==> config.mk <==
export PLATFORM = sky130hd
export DESIGN_NAME = usb_set_address_ctrl_flat
export DESIGN_NICKNAME = d
export VERILOG_FILES = /design/src/rtl/usb_pkg.sv /design/src/rtl/usb_set_address_ctrl_if.sv /design/src/rtl/usb_setup_capture.sv /design/src/rtl/usb_set_address_ctrl.sv /design/src/flat_wrapper.sv
export SDC_FILE = /design/constraint.sdc
export NUM_CORES = 1
export LEC_CHECK = 0
export CORE_MARGIN = 2
export CORE_UTILIZATION = 52
export DETAILED_ROUTE_END_ITERATION = 12
export PLACE_DENSITY = 0.77
export SLEW_MARGIN = 20
export SYNTH_ARGS = -nofsm -noshare
export SYNTH_HDL_FRONTEND = slang
export SYNTH_SLANG_ARGS = --single-unit
==> constraint.sdc <==
create_clock -name clk -period 3.3 [get_ports clk]
set_clock_uncertainty 0.1 [all_clocks]
set_input_delay 0.66 -clock clk [delete_from_list [all_inputs] [get_ports clk]]
set_output_delay 0.66 -clock clk [all_outputs]
set_load 0.01 [all_outputs]
==> src/rtl/usb_pkg.sv <==
// Shared constants, SETUP field offsets, FSM states and the parsed SETUP record
// for the EP0 SET_ADDRESS handler.
package usb_pkg;

  localparam logic [7:0] USB_REQ_SET_ADDRESS = 8'h05;
  localparam logic [7:0] BMREQ_STD_DEV_OUT   = 8'h00;

  // Byte positions of the standard request fields within the 8-byte SETUP data.
  localparam logic [2:0] OFS_BM_REQ_TYPE = 3'd0;
  localparam logic [2:0] OFS_B_REQUEST   = 3'd1;
  localparam logic [2:0] OFS_W_VALUE_LO  = 3'd2;
  localparam logic [2:0] OFS_W_VALUE_HI  = 3'd3;
  localparam logic [2:0] OFS_W_INDEX_LO  = 3'd4;
  localparam logic [2:0] OFS_W_INDEX_HI  = 3'd5;
  localparam logic [2:0] OFS_W_LENGTH_LO = 3'd6;
  localparam logic [2:0] OFS_W_LENGTH_HI = 3'd7;

  localparam logic [3:0] SETUP_LEN = 4'd8;
  localparam logic [3:0] CNT_OVF   = 4'd9;  // saturation value: more than 8 bytes seen

  typedef enum logic [1:0] {
    ST_IDLE,
    ST_RX_SETUP,
    ST_WAIT_STATUS,
    ST_COMMIT
  } sa_state_e;

  typedef struct packed {
    logic [7:0]  bm_req_type;
    logic [7:0]  b_request;
    logic [15:0] w_value;
    logic [15:0] w_index;
    logic [15:0] w_length;
  } setup_pkt_t;

endpackage

==> src/rtl/usb_set_address_ctrl_if.sv <==
// Decoder-side events in, EP0 transmitter / address-register controls out.
interface usb_set_address_ctrl_if;
  logic       usb_reset;
  logic       setup_start;
  logic       setup_byte_vld;
  logic [7:0] setup_byte;
  logic       setup_end;
  logic       setup_crc_ok;
  logic       in_token_ep0;
  logic       out_token_ep0;
  logic       host_ack;

  logic       zlp_arm;
  logic       setaddr_claim;
  logic       stall_req;
  logic       addr_wr_en;
  logic [6:0] addr_wr_addr;

  // Packet decoder / bench side.
  modport master (
    output usb_reset, setup_start, setup_byte_vld, setup_byte, setup_end,
           setup_crc_ok, in_token_ep0, out_token_ep0, host_ack,
    input  zlp_arm, setaddr_claim, stall_req, addr_wr_en, addr_wr_addr
  );

  // SET_ADDRESS handler side.
  modport slave (
    input  usb_reset, setup_start, setup_byte_vld, setup_byte, setup_end,
           setup_crc_ok, in_token_ep0, out_token_ep0, host_ack,
    output zlp_arm, setaddr_claim, stall_req, addr_wr_en, addr_wr_addr
  );
endinterface

==> src/rtl/usb_setup_capture.sv <==
// Counts SETUP data bytes (saturating at 9 = overflow) and latches the eight
// request bytes into the standard request fields.
module usb_setup_capture
  import usb_pkg::*;
(
  input  logic       clk,
  input  logic       rst_n,
  input  logic       clear,
  input  logic       byte_vld,
  input  logic [7:0] byte_in,
  output setup_pkt_t pkt,
  output logic       len_ok
);

  logic [3:0] byte_cnt;
  logic [7:0] field_mem [8];

  // Byte counter: restarts on each SETUP token, sticks at the overflow value.
  always_ff @(posedge clk or negedge rst_n) begin
    if (!rst_n) begin
      byte_cnt <= '0;
    end else if (clear) begin
      byte_cnt <= '0;
    end else if (byte_vld && (byte_cnt != CNT_OVF)) begin
      byte_cnt <= byte_cnt + 4'd1;
    end
  end

  // Field latch: byte N of the packet lands in slot N.
  // NOTE: the field storage has no reset; it is only consumed when len_ok shows all eight slots were just rewritten.
  always_ff @(posedge clk) begin
    if (!clear && byte_vld && (byte_cnt < SETUP_LEN)) begin
      field_mem[byte_cnt[2:0]] <= byte_in;
    end
  end

  assign pkt.bm_req_type = field_mem[OFS_BM_REQ_TYPE];
  assign pkt.b_request   = field_mem[OFS_B_REQUEST];
  assign pkt.w_value     = {field_mem[OFS_W_VALUE_HI],  field_mem[OFS_W_VALUE_LO]};
  assign pkt.w_index     = {field_mem[OFS_W_INDEX_HI],  field_mem[OFS_W_INDEX_LO]};
  assign pkt.w_length    = {field_mem[OFS_W_LENGTH_HI], field_mem[OFS_W_LENGTH_LO]};
  assign len_ok          = (byte_cnt == SETUP_LEN);

endmodule

==> src/rtl/usb_set_address_ctrl.sv <==
// EP0 SET_ADDRESS handler: decodes the request, arms the zero-length status IN,
// and writes the new address only after the host ACKs that status packet.
// A USB bus reset forces a write of address 0.
module usb_set_address_ctrl
  import usb_pkg::*;
#(
  parameter bit          STRICT_CHECK   = 1'b1,
  parameter logic [15:0] STATUS_TIMEOUT = 16'd50000
) (
  input logic                   clk,
  input logic                   rst_n,
  usb_set_address_ctrl_if.slave bus
);

  sa_state_e   state, state_nxt;
  logic        in_seen, in_seen_nxt;
  logic [15:0] timer, timer_nxt;
  logic [6:0]  new_addr, new_addr_nxt;
  logic        stall_q, stall_nxt;
  logic        wr_en_q, wr_en_nxt;
  logic [6:0]  wr_addr_q, wr_addr_nxt;

  setup_pkt_t  pkt;
  logic        len_ok;
  logic        is_set_addr;
  logic        req_valid;

  usb_setup_capture u_capture (
    .clk      (clk),
    .rst_n    (rst_n),
    .clear    (bus.setup_start),
    .byte_vld (bus.setup_byte_vld && (state == ST_RX_SETUP)),
    .byte_in  (bus.setup_byte),
    .pkt      (pkt),
    .len_ok   (len_ok)
  );

  assign is_set_addr = (pkt.bm_req_type == BMREQ_STD_DEV_OUT) &&
                       (pkt.b_request == USB_REQ_SET_ADDRESS);
  assign req_valid   = (pkt.w_value[15:7] == '0) &&
                       (!STRICT_CHECK || ((pkt.w_index == '0) && (pkt.w_length == '0)));

  // State, status-stage bookkeeping and registered output strobes.
  always_ff @(posedge clk or negedge rst_n) begin
    if (!rst_n) begin
      state     <= ST_IDLE;
      in_seen   <= 1'b0;
      timer     <= '0;
      new_addr  <= '0;
      stall_q   <= 1'b0;
      wr_en_q   <= 1'b0;
      wr_addr_q <= '0;
    end else begin
      state     <= state_nxt;
      in_seen   <= in_seen_nxt;
      timer     <= timer_nxt;
      new_addr  <= new_addr_nxt;
      stall_q   <= stall_nxt;
      wr_en_q   <= wr_en_nxt;
      wr_addr_q <= wr_addr_nxt;
    end
  end

  // Next state: bus reset, then a new SETUP, then per-state events.
  // NOTE: every signal gets a default first so no path leaves one unassigned (no latches), and blocking '=' is used so timer_nxt is usable below.
  always_comb begin
    state_nxt    = state;
    in_seen_nxt  = in_seen;
    timer_nxt    = timer;
    new_addr_nxt = new_addr;
    stall_nxt    = 1'b0;
    wr_en_nxt    = 1'b0;
    wr_addr_nxt  = wr_addr_q;

    if (bus.usb_reset) begin
      state_nxt   = ST_IDLE;
      in_seen_nxt = 1'b0;
      timer_nxt   = '0;
      wr_en_nxt   = 1'b1;
      wr_addr_nxt = '0;
    end else if (bus.setup_start) begin
      state_nxt   = ST_RX_SETUP;
      in_seen_nxt = 1'b0;
      timer_nxt   = '0;
    end else begin
      unique case (state)
        ST_RX_SETUP: begin
          if (bus.setup_end) begin
            state_nxt = ST_IDLE;
            if (bus.setup_crc_ok && len_ok && is_set_addr) begin
              if (req_valid) begin
                new_addr_nxt = pkt.w_value[6:0];
                state_nxt    = ST_WAIT_STATUS;
              end else begin
                stall_nxt = 1'b1;
              end
            end
          end
        end
        ST_WAIT_STATUS: begin
          timer_nxt = timer + 16'd1;
          if (bus.in_token_ep0) begin
            in_seen_nxt = 1'b1;
          end
          if (bus.out_token_ep0) begin
            stall_nxt = 1'b1;
            state_nxt = ST_IDLE;
          end else if (bus.host_ack && in_seen) begin
            wr_en_nxt   = 1'b1;
            wr_addr_nxt = new_addr;
            state_nxt   = ST_COMMIT;
          end else if ((STATUS_TIMEOUT != 16'd0) && (timer_nxt == STATUS_TIMEOUT)) begin
            state_nxt = ST_IDLE;
          end
        end
        ST_COMMIT: begin
          state_nxt = ST_IDLE;
        end
        default: begin
          in_seen_nxt = 1'b0;
          timer_nxt   = '0;
        end
      endcase
    end
  end

  assign bus.zlp_arm       = (state == ST_WAIT_STATUS);
  assign bus.setaddr_claim = (state == ST_WAIT_STATUS);
  assign bus.stall_req     = stall_q;
  assign bus.addr_wr_en    = wr_en_q;
  assign bus.addr_wr_addr  = wr_addr_q;

endmodule
==> src/flat_wrapper.sv <==
// flat-port wrapper written by rule: the top's interface ports become plain ports
module usb_set_address_ctrl_flat import usb_pkg::*;
#(
  parameter bit          STRICT_CHECK   = 1'b1,
  parameter logic [15:0] STATUS_TIMEOUT = 16'd50000
)
  (clk, rst_n, bus_usb_reset, bus_setup_start, bus_setup_byte_vld, bus_setup_byte, bus_setup_end, bus_setup_crc_ok, bus_in_token_ep0, bus_out_token_ep0, bus_host_ack, bus_zlp_arm, bus_setaddr_claim, bus_stall_req, bus_addr_wr_en, bus_addr_wr_addr);
  usb_set_address_ctrl_if bus_i ();
  input logic clk;
  input logic rst_n;
  input wire logic [$bits(bus_i.usb_reset)-1:0] bus_usb_reset;
  input wire logic [$bits(bus_i.setup_start)-1:0] bus_setup_start;
  input wire logic [$bits(bus_i.setup_byte_vld)-1:0] bus_setup_byte_vld;
  input wire logic [$bits(bus_i.setup_byte)-1:0] bus_setup_byte;
  input wire logic [$bits(bus_i.setup_end)-1:0] bus_setup_end;
  input wire logic [$bits(bus_i.setup_crc_ok)-1:0] bus_setup_crc_ok;
  input wire logic [$bits(bus_i.in_token_ep0)-1:0] bus_in_token_ep0;
  input wire logic [$bits(bus_i.out_token_ep0)-1:0] bus_out_token_ep0;
  input wire logic [$bits(bus_i.host_ack)-1:0] bus_host_ack;
  output wire logic [$bits(bus_i.zlp_arm)-1:0] bus_zlp_arm;
  output wire logic [$bits(bus_i.setaddr_claim)-1:0] bus_setaddr_claim;
  output wire logic [$bits(bus_i.stall_req)-1:0] bus_stall_req;
  output wire logic [$bits(bus_i.addr_wr_en)-1:0] bus_addr_wr_en;
  output wire logic [$bits(bus_i.addr_wr_addr)-1:0] bus_addr_wr_addr;
  assign bus_i.usb_reset = bus_usb_reset;
  assign bus_i.setup_start = bus_setup_start;
  assign bus_i.setup_byte_vld = bus_setup_byte_vld;
  assign bus_i.setup_byte = bus_setup_byte;
  assign bus_i.setup_end = bus_setup_end;
  assign bus_i.setup_crc_ok = bus_setup_crc_ok;
  assign bus_i.in_token_ep0 = bus_in_token_ep0;
  assign bus_i.out_token_ep0 = bus_out_token_ep0;
  assign bus_i.host_ack = bus_host_ack;
  assign bus_zlp_arm = bus_i.zlp_arm;
  assign bus_setaddr_claim = bus_i.setaddr_claim;
  assign bus_stall_req = bus_i.stall_req;
  assign bus_addr_wr_en = bus_i.addr_wr_en;
  assign bus_addr_wr_addr = bus_i.addr_wr_addr;
  usb_set_address_ctrl #(.STRICT_CHECK(STRICT_CHECK), .STATUS_TIMEOUT(STATUS_TIMEOUT)) u_core (.clk(clk), .rst_n(rst_n), .bus(bus_i));
endmodule
# --- After elaboration in Yosys (flattened, before gate mapping) ---
# Memory sizes are Yosys's and may differ from the RTL's.
# Index checks and enable logic that the tools add are counted.
totals:
  ff_bits: 39
  mem_count: 1
  input_bits: 18
  word_cells: 88
  out_inout_bits: 11
  mem_bits_rw: 64
memory_table:
  columns: ["name", "words", "width", "read_ports", "rd_clocked_by_memory_dff", "wr", "line_no", "source"]
  rows:
  - ["u_core.u_capture.field_mem", 8, 8, 8, 0, 1, "usb_setup_capture.sv:16", "logic [7:0] field_mem [8];"]
op_classes:
  mux: 37
  bitwise_logic: 2
  n_reduce_logical: 24
  add_sub_neg: 2
  eq_ne: 13
  n_lt_le_gt_ge: 1
op_table:
  columns: ["cell", "count"]
  rows:
  - ["$mux 7", 5]
  - ["$logic_not 16->1", 2]
  - ["$mux 16", 2]
  - ["$pmux 16 s2", 1]
  - ["$add 16x1->16 const B", 1]
  - ["$eq 16x16->1 const B", 1]
  - ["$mux 1", 16]
  - ["$mux 2", 8]
  - ["$ne 4x4->1 const B", 3]
  - ["$logic_and 1x1->1", 10]
  - ["$logic_not 9->1", 1]
  - ["$eq 8x3->1 const B", 1]
  - ["$logic_not 8->1", 1]
  - ["$mux 4", 2]
  - ["$ne 6x4->1 const B", 1]
  - ["$pmux 2 s3", 1]
  - ["$reduce_and 6->1", 1]
  - ["$reduce_bool 2->1", 3]
  - ["$reduce_bool 5->1", 1]
  - ["$add 4x1->4 const B", 1]
  - ["$eq 2x2->1 const B", 2]
  - ["$eq 4x4->1 const B", 1]
  - ["$lt 4x4->1 const B", 1]
  - ["$ne 2x2->1 const B", 2]
  - ["9 further kinds", 11]

# --- Logic depth before layout (Yosys ltp) ---
# Gate-level depths: netlist of the first run.
depth:
  ltp_word: 9
  mapped_depth: 8
  mapped_depth_nobuf: 8

# --- Hierarchy ---
# From an unflattened synthesis of the first run, not the netlist that was laid out.
hier_totals:
  hier_cells: 333
  hier_area_um2: 4351.7
modules_own_cells:
  columns: ["module", "n_inst", "area_each_um2", "cells_per_inst"]
  rows:
  - ["usb_setup_capture", 1, 2245.9, 104]
  - ["usb_set_address_ctrl", 1, 2105.8, 229]

# --- Worst setup path after synthesis of the first run ---
# Ideal clock, no wire load.
synth_path:
  kind: "input-to-reg"
  start: "input port bus_setup_start"
  end: "memory u_core.u_capture.field_mem[0][0] (enable)"
  arrival_time_ns: 2.020
  stages: 3
  required_ns: 2.817
  path_slack_ns: 0.796
  cell_sequence: "clkbuf_1 > or4_1 > nor3_1"
synth_between:
  elab_chain_len: 5
synth_rtl:
  columns: ["item", "line_no", "source"]
  rows:
  - ["start: declaration", "flat_wrapper.sv:12", "input wire logic [$bits(bus_i.setup_start)-1:0] bus_setup_start;"]
  - ["$logic_not 1->1", "usb_setup_capture.sv:32", "if (!clear && byte_vld && (byte_cnt < SETUP_LEN)) begin"]
  - ["$logic_and 1x1->1 (2 in series)", "usb_setup_capture.sv:32", null]
  - ["$mux 1", "usb_setup_capture.sv:32", null]
  - ["$mux 1 (not written as such)", "usb_setup_capture.sv:33", "field_mem[byte_cnt[2:0]] <= byte_in;"]
  - ["end: declaration", "usb_setup_capture.sv:16", null]
# No other way between the ends.

# --- Worst setup path in the final report of the first run ---
layout_path:
  start: "register u_core.timer[0]"
  end: "register u_core.state[0]"
layout_between:
  elab_chain_len: 4
layout_rtl:
  columns: ["item", "line_no", "source"]
  rows:
  - ["start: declaration", "usb_set_address_ctrl.sv:17", "logic [15:0] timer, timer_nxt;"]
  - ["start signal: assignment", "usb_set_address_ctrl.sv:56", "timer <= timer_nxt;"]
  - ["$add 16x1->16", "usb_set_address_ctrl.sv:101", "timer_nxt = timer + 16'd1;"]
  - ["$eq 16x16->1", "usb_set_address_ctrl.sv:112", "end else if ((STATUS_TIMEOUT != 16'd0) && (timer_nxt == STATUS_TIMEOUT)) begin"]
  - ["$ne 6x4->1 (no source line)", null, null]
  - ["$reduce_and 3->1 (no source line)", null, null]
  - ["end signal: assignment", "usb_set_address_ctrl.sv:54", "state <= state_nxt;"]
  - ["end: declaration", "usb_set_address_ctrl.sv:15", "sa_state_e state, state_nxt;"]
# No other way between the ends.
# A chain may end at the register's enable or synchronous reset.

==> results of run 1 <==
==> cells in the mapped netlist (3+ instances only) <==
cell,count
and4_1,3
clkbuf_1,5
dfrtp_1,39
edfxtp_1,64
ha_1,8
o21ai_0,19
xnor2_1,4
a22o_1,9
a21oi_1,6
nand3_1,7
a31oi_1,5
nor4b_1,3
o31ai_1,4
nor3_1,9
and3_1,6
nand4_1,9
nor4_1,12
nand2_1,21
or4_1,3
buf_2,7
inv_1,9
nor4bb_1,3
nor2_1,28
mux2_2,7
mux2i_1,3
==> through the flow <==
step / setup slack [ns] / cell area, µm²
global route: 0.390 / 4920
detailed placement: 0.477 / 4710
finish: 0.523 / 4920
CTS: 0.557 / 4920
floorplan: 0.796 / 4310
global placement: 0.507 / 4710
==> cells by family (layout without fill, tap and decap cells) <==
family | after synthesis | count (layout)
AND/OR/NAND/NOR | 120 | 120
flip-flops | 103 | 103
AO/OA/AOI/OAI | 53 | 53
buffers and inverters | 23 | 61
multiplexers | 12 | 12
adder cells (fa/ha/maj) | 8 | 8
XOR/XNOR | 5 | 5
==> power by group through the flow <==
stage                     combinational (mW)  sequential (mW)  clock [mW]
after CTS                             0.0780             1.38       0.797
final                                 0.0769             1.38       0.779
after floorplan                       0.0234             1.41           0
after global placement                0.0758             1.41           0
after global routing                  0.0855             1.38       0.842
after detailed placement              0.0777             1.41           0
==> worst register-to-register path: cells and delay by family (launching register included) <==
family	cells	cell delay, ns
fa+ha+maj	1	0.36
simple gates	4	0.94
flops	1	0.51
compound gates	1	0.37
mux	1	0.37
==> cell usage in the layout (no fill, tap or decap), types with 2 or more instances in the layout <==
master	n
nand4b_1	2
xnor2_1	4
nand3_2	2
nand2_1	21
nor2_1	28
nor3_1	9
a22o_1	9
mux2_2	7
ha_1	8
and4_1	3
clkbuf_8	9
nor4_1	12
nor4b_1	3
nor2b_1	2
nand3_1	7
and3_1	6
a21o_1	2
a21oi_1	6
inv_8	4
inv_1	9
o22ai_1	2
or4_1	3
buf_4	8
nand4_1	9
mux2i_1	3
a31oi_1	5
mux2_1	2
o21ai_0	19
nand2b_1	2
edfxtp_1	64
clkdlybuf4s50_1	27
nor3b_1	2
dfrtp_1	39
o31ai_1	4
nor4bb_1	3
==> metal layers <==
layer / part of all wire / GRT usage
met1: 0.47 / 0.257
met2: 0.48 / 0.296
met3: 0.038 / 0.0427
met4: 0.011 / 0.0676
met5: 0 / 0
==> how the worst min path moves through the flow <==
stage | startpoint | cells past startpoint | to | slack, ns
after detailed placement | u_core.u_capture.field_mem[2][5]$_DFFE_PP_ | 1 | u_core.new_addr[5]$_DFFE_PN0P_ | 0.37
after CTS | rst_n | 1 | u_core.timer[6]$_DFFE_PN0P_ | 0.31
final | rst_n | 1 | u_core.timer[6]$_DFFE_PN0P_ | 0.29
after global routing | rst_n | 1 | u_core.timer[6]$_DFFE_PN0P_ | 0.36
after floorplan | rst_n | 0 | u_core.bus.addr_wr_addr[0]$_DFFE_PN0P_ | 0.26
after global placement | u_core.u_capture.field_mem[2][2]$_DFFE_PP_ | 1 | u_core.new_addr[2]$_DFFE_PN0P_ | 0.36
==> registers in the layout, summed over array words and instances, names as in the netlist <==
signal                      cells
u_core.bus.addr_wr_addr         7
u_core.bus.addr_wr_en           1
u_core.bus.stall_req            1
u_core.in_seen                  1
u_core.new_addr                 7
u_core.state                    2
u_core.timer                   16
u_core.u_capture.byte_cnt       4
u_core.u_capture.field_mem     64
==> area by class of cell <==
| class | instances | share of cell area |
|---|---|---|
| flip-flops and latches | 103 | 0.589 |
| multi-input cells | 198 | 0.267 |
| repair buffers | 36 | 0.0682 |
| well taps | 105 | 0.0267 |
| clock buffers | 9 | 0.0252 |
| clock inverters | 7 | 0.0160 |
| inverters | 9 | 0.00687 |
==> results.yml, run 1 <==
grt:
  grt_max_degree: 40
  grt_pass1_vias: 2498
  grt_overflow: 0
  antenna_found_initial: 0
  grt_usage: 0.188
  grt_pass1_wl_um: 12600
floorplan:
  die_w_um: 95.1
  ios: 29
  rows: 33
  die_h_um: 95.1
  start_util: 0.530
  dieArea_um2: 9040
  core-area_um2: 8130
route:
  antenna_left: 0
  first_pass_iters: 4
  drt_iter0_drc: 111
  wl_per_cell_um: 16.8
  drc: 0
  vias_per_cell: 5.76
  wirelength_um: 7850
  vias: 2691
logic_synthesis:
  synth.distinct_cells: 48
  synth_compound_area_frac: 0.0806
  async_flop_share: 0.379
  synth_xor_xnor_area_share: 0.0102
  yosys.area.top_type: "edfxtp_1"
  syn_nets: 350
  syn_area_um2: 4310
  ys_seq_area_frac: 0.672
  ys.flop_type: "edfxtp_1"
  synth.top_cell.area_share: 0.446
  synthAdderAreaFrac: 0.0232
  synth_edf_count: 64
  synth_top_family_by_area: "simple AND/OR/NAND/NOR gates"
  yosys-top-cells-area: "edfxtp_1, dfrtp_1, nor2_1, ha_1, o21ai_0"
  synth-warning-count: 0
  synth_mux_area_frac: 0.0305
  syn_avg_cell_area_um2: 13.3
  ys_seq_elements: 103
  syn_inst: 324
  synth-simple-area-share: 0.160
worst_setup_path:
  rrSetupSlack_ns: 0.52
  critPathKind: "reg2reg"
  r2r_start: "u_core.timer[0]$_DFFE_PN0P_"
  cp_data_arrival_time_ns: 2.93
  crit_required_ns: 3.45
  cp_cell_sequence: "ha_1, and4_1, nand3_2, nor4b_1, nor3_1, o31ai_2, mux2_1"
  critical_path.slowest_cell: "dfrtp_1"
  path_max_fanout: 10
  crit_start: "u_core.timer[0]$_DFFE_PN0P_"
  endpoint_kind: "flip-flop"
  crit_family: "simple AND/OR/NAND/NOR gates"
  critPathMaxStageDelay_ns: 0.51
  startpoint_type: "flip-flop"
  reg2reg_depth: 7
  critical_path_depth: 7
  worstPathBufferInverterCount: 0
  crit_end: "u_core.state[0]$_DFFE_PN0P_"
  r2r-end: "u_core.state[0]$_DFFE_PN0P_"
timing:
  rsz0062_at_grt: "no"
  hold_slack_ns: 0.294
  tns_ns: 0
  finalHoldViolCount: 0
  max_freq_ghz: 0.360
  slew_violations: 0
  min_period_over_period: 0.842
  tightest_slew_ns: 0.864
  slew_headroom: 0.424
  setup_viol: 0
  min_period_ns: 2.78
clocking:
  root_buffer: "clkbuf_8"
  cts_setup_buffers: 0
  cts_tree: "done"
  clockBufferDepth: 2
  cts.sinks: 103
  worst_skew_pair.late_latency_ns: 0.37
  cts-buffers-inserted: 9
  hold_buffers: 0
  cts.clk_slew.worst_paths_ns: 0.10
  ctsResizeCount: 0
  h-tree-depth: 3
power_and_ir_drop:
  pwr-share-comb: 0.034
  ir_drop_uv: 320
  power.internal_mw: 1.71
  power.total_mw: 2.24
  power.density_nw_per_um2: 455
  power_frac_clock: 0.348
  seq_power_share: 0.617
  leakage_nw: 1.84
  switchingPower_uw: 525
  swShare: 0.235
final_layout:
  fin_nets: 383
  drive_above_1_share: 0.108
  area_growth_pct: 14.0
  regArea_um2: 2900
  post-route-util: 0.604
  multiInputGateArea_um2: 1320
  final_cells: 467
  antenna_cells: 0
  num-fill-cells: 644
placed_design:
  place_congestion: 0.808
  io_buffers: 28
  dpl.hpwl_um: 5270
  dp.cells: 451
outcome:
  status: "complete, no violations"
flow_run:
  cap_violations: 0
worst_hold_path:
  hp-class: "in2async"
Note: power is estimated with default switching activity, not from simulation.
==> run 2, diff against run 1 <==
--- a/config.mk
+++ b/config.mk
@@ -8,7 +8,7 @@
 export CORE_MARGIN = 2
 export CORE_UTILIZATION = 52
 export DETAILED_ROUTE_END_ITERATION = 12
-export PLACE_DENSITY = 0.77
+export PLACE_DENSITY = 0.79
 export SLEW_MARGIN = 20
 export SYNTH_ARGS = -nofsm -noshare
 export SYNTH_HDL_FRONTEND = slang
==> constraint.sdc (replaced) <==
create_clock -name clk -period 2.35 [get_ports clk]
set_clock_uncertainty 0.1 [all_clocks]
set_input_delay 0.47 -clock clk [delete_from_list [all_inputs] [get_ports clk]]
set_output_delay 0.47 -clock clk [all_outputs]
set_load 0.01 [all_outputs]
==> results.yml, run 2 (same netlist as run 1, synthesis figures left out) <==
route:
  drt_iter0_drc: 163
  vias: 2910
  vias_per_cell: 5.89
  drc: 0
  wirelength_um: 8620
  antenna_left: 0
  first_pass_iters: 4
  wl_per_cell_um: 17.5
worst_setup_path:
  critPathMaxStageDelay_ns: 0.54
  path_max_fanout: 9
  startpoint_type: "flip-flop"
  critical_path.slowest_cell: "clkdlybuf4s50_1"
  cp_data_arrival_time_ns: 1.69
  crit_required_ns: 1.78
  r2r_start: "u_core.timer[11]$_DFFE_PN0P_"
  crit_start: "u_core.state[0]$_DFFE_PN0P_"
  endpoint_kind: "output pin"
  worstPathBufferInverterCount: 3
  cp_cell_sequence: "inv_1, ha_1, buf_4, clkdlybuf4s50_1"
  crit_family: "buffers and inverters"
  critPathKind: "reg2out"
final_layout:
  antenna_cells: 0
  area_growth_pct: 19.8
  final_cells: 494
  fin_nets: 410
  final_common_cell: "edfxtp_1"
  fin_area_um2: 5170
  post-route-util: 0.635
  mostFrequentLayoutCells: "edfxtp_1, dfrtp_1, buf_4, nor2_1, clkdlybuf4s50_1"
  largest_reg_flops: 64
  drive_above_1_share: 0.188
clocking:
  cts.clk_slew.worst_paths_ns: 0.11
  cts-buffers-inserted: 9
  h-tree-depth: 3
  cts.sinks: 103
  hold_buffers: 0
  worst_skew_pair.late_latency_ns: 0.38
  cts_tree: "done"
  clockBufferDepth: 2
  root_buffer: "clkbuf_8"
floorplan:
  ios: 29
  core-area_um2: 8130
  rows: 33
  die_w_um: 95.1
  dieArea_um2: 9040
  die_h_um: 95.1
  start_util: 0.530
timing:
  slew_headroom: 0.417
  min_period_ns: 2.26
  setup_viol: 0
  min_period_over_period: 0.964
  finalHoldViolCount: 0
  slew_violations: 0
  worst_slack_ns: 0.0854
  max_freq_ghz: 0.442
  tightest_slew_ns: 0.875
placed_design:
  io_buffers: 28
  dpl_cell_area_um2: 4900
  post-place-ws_ns: -0.164
  dpl.hpwl_um: 6000
  place_congestion: 0.889
  dp.cells: 476
power_and_ir_drop:
  leakage_nw: 2.01
  power.internal_mw: 2.43
  seq_power_share: 0.606
  power_frac_clock: 0.356
  ir_drop_uv: 420
  swShare: 0.242
  pwr-share-comb: 0.038
  power.density_nw_per_um2: 619
  switchingPower_uw: 773
grt:
  grt_pass1_vias: 2778
  grt_max_degree: 40
  antenna_found_initial: 0
  grt_overflow: 0
  grt_pass1_wl_um: 13700
  grt_usage: 0.203
worst_hold_path:
  hp-class: "in2async"
flow_run:
  cap_violations: 0
outcome:
  status: "complete, no violations"
==> run 2: cell count changes in the layout (fill, tap and decap cells not counted), moves of 3 or more <==
cell	delta
dfrtp_1	-3
buf_4	+27
dfrtp_2	+3
inv_8	-3
clkinv_8	+4
==> run 2: layer usage <==
metal | GRT usage | part of all wire | vias up
li1 | - | - | 1358
met1 | 0.270 | 0.43 | 1438
met2 | 0.329 | 0.49 | 92
met3 | 0.0427 | 0.049 | 22
met4 | 0.0749 | 0.023 | 0
met5 | 0 | 0 | -
==> run 2: metrics by stage <==
step | total power [mW] | hold slack, ns | setup TNS [ns]
after floorplan | 2.01 | 0.0744 | 0
after global placement | 2.09 | 0.361 | -0.702
after detailed placement | 2.10 | 0.366 | -1.52
after CTS | 3.23 | 0.113 | 0
after global routing | 3.29 | 0.168 | -0.0131
final | 3.20 | 0.106 | 0
==> run 2: path summary, 6_finish.rpt <==
path,end,slack [ns],cells past startpoint
setup / recovery,bus_setaddr_claim,0.09,4
hold / removal,u_core.timer[8]$_DFFE_PN0P_,0.11,1
setup reg to reg,u_core.state[0]$_DFFE_PN0P_,0.10,6
hold reg to reg,u_core.new_addr[2]$_DFFE_PN0P_,0.39,1
max in group asynchronous,u_core.timer[4]$_DFFE_PN0P_,1.45,1
min in group clk,u_core.new_addr[2]$_DFFE_PN0P_,0.39,1
==> run 2: power by group through the flow <==
stage | Sequential (mW) | Combinational [mW] | Clock (mW)
3_3_place_gp | 1.98 | 0.116 | 0
5_1_grt | 1.94 | 0.133 | 1.22
6_report | 1.94 | 0.123 | 1.14
2_1_floorplan | 1.98 | 0.0329 | 0
4_1_cts | 1.94 | 0.119 | 1.17
3_5_place_dp | 1.98 | 0.119 | 0
==> run 2: timing repair <==
| item | CTS | global route |
|---|---|---|
| setup buffers | 0 | 2 |
| endpoints found under the setup margin | 7 | 16 |
| gates resized for setup | 1 | 8 |
| pin swaps | 0 | 1 |
==> run 2: layout make-up <==
cell class / instances / area [µm²]
Clock inverter: 7 / 101
Fill cell: 579 / 2970
Sequential cell: 103 / 2900
Tap cell: 105 / 131
Timing Repair Buffer: 63 / 541
Clock buffer: 9 / 124
Multi-Input combinational cell: 198 / 1340
Inverter: 9 / 33.8
==> run 3, diff against run 2 <==
--- a/config.mk
+++ b/config.mk
@@ -5,6 +5,7 @@
 export SDC_FILE = /design/constraint.sdc
 export NUM_CORES = 1
 export LEC_CHECK = 0
+export CAP_MARGIN = 0
 export CORE_MARGIN = 2
 export CORE_UTILIZATION = 52
 export DETAILED_ROUTE_END_ITERATION = 12
==> results of run 3 <==
No change in the layout: final DEF, timing and power equal those of run 2.
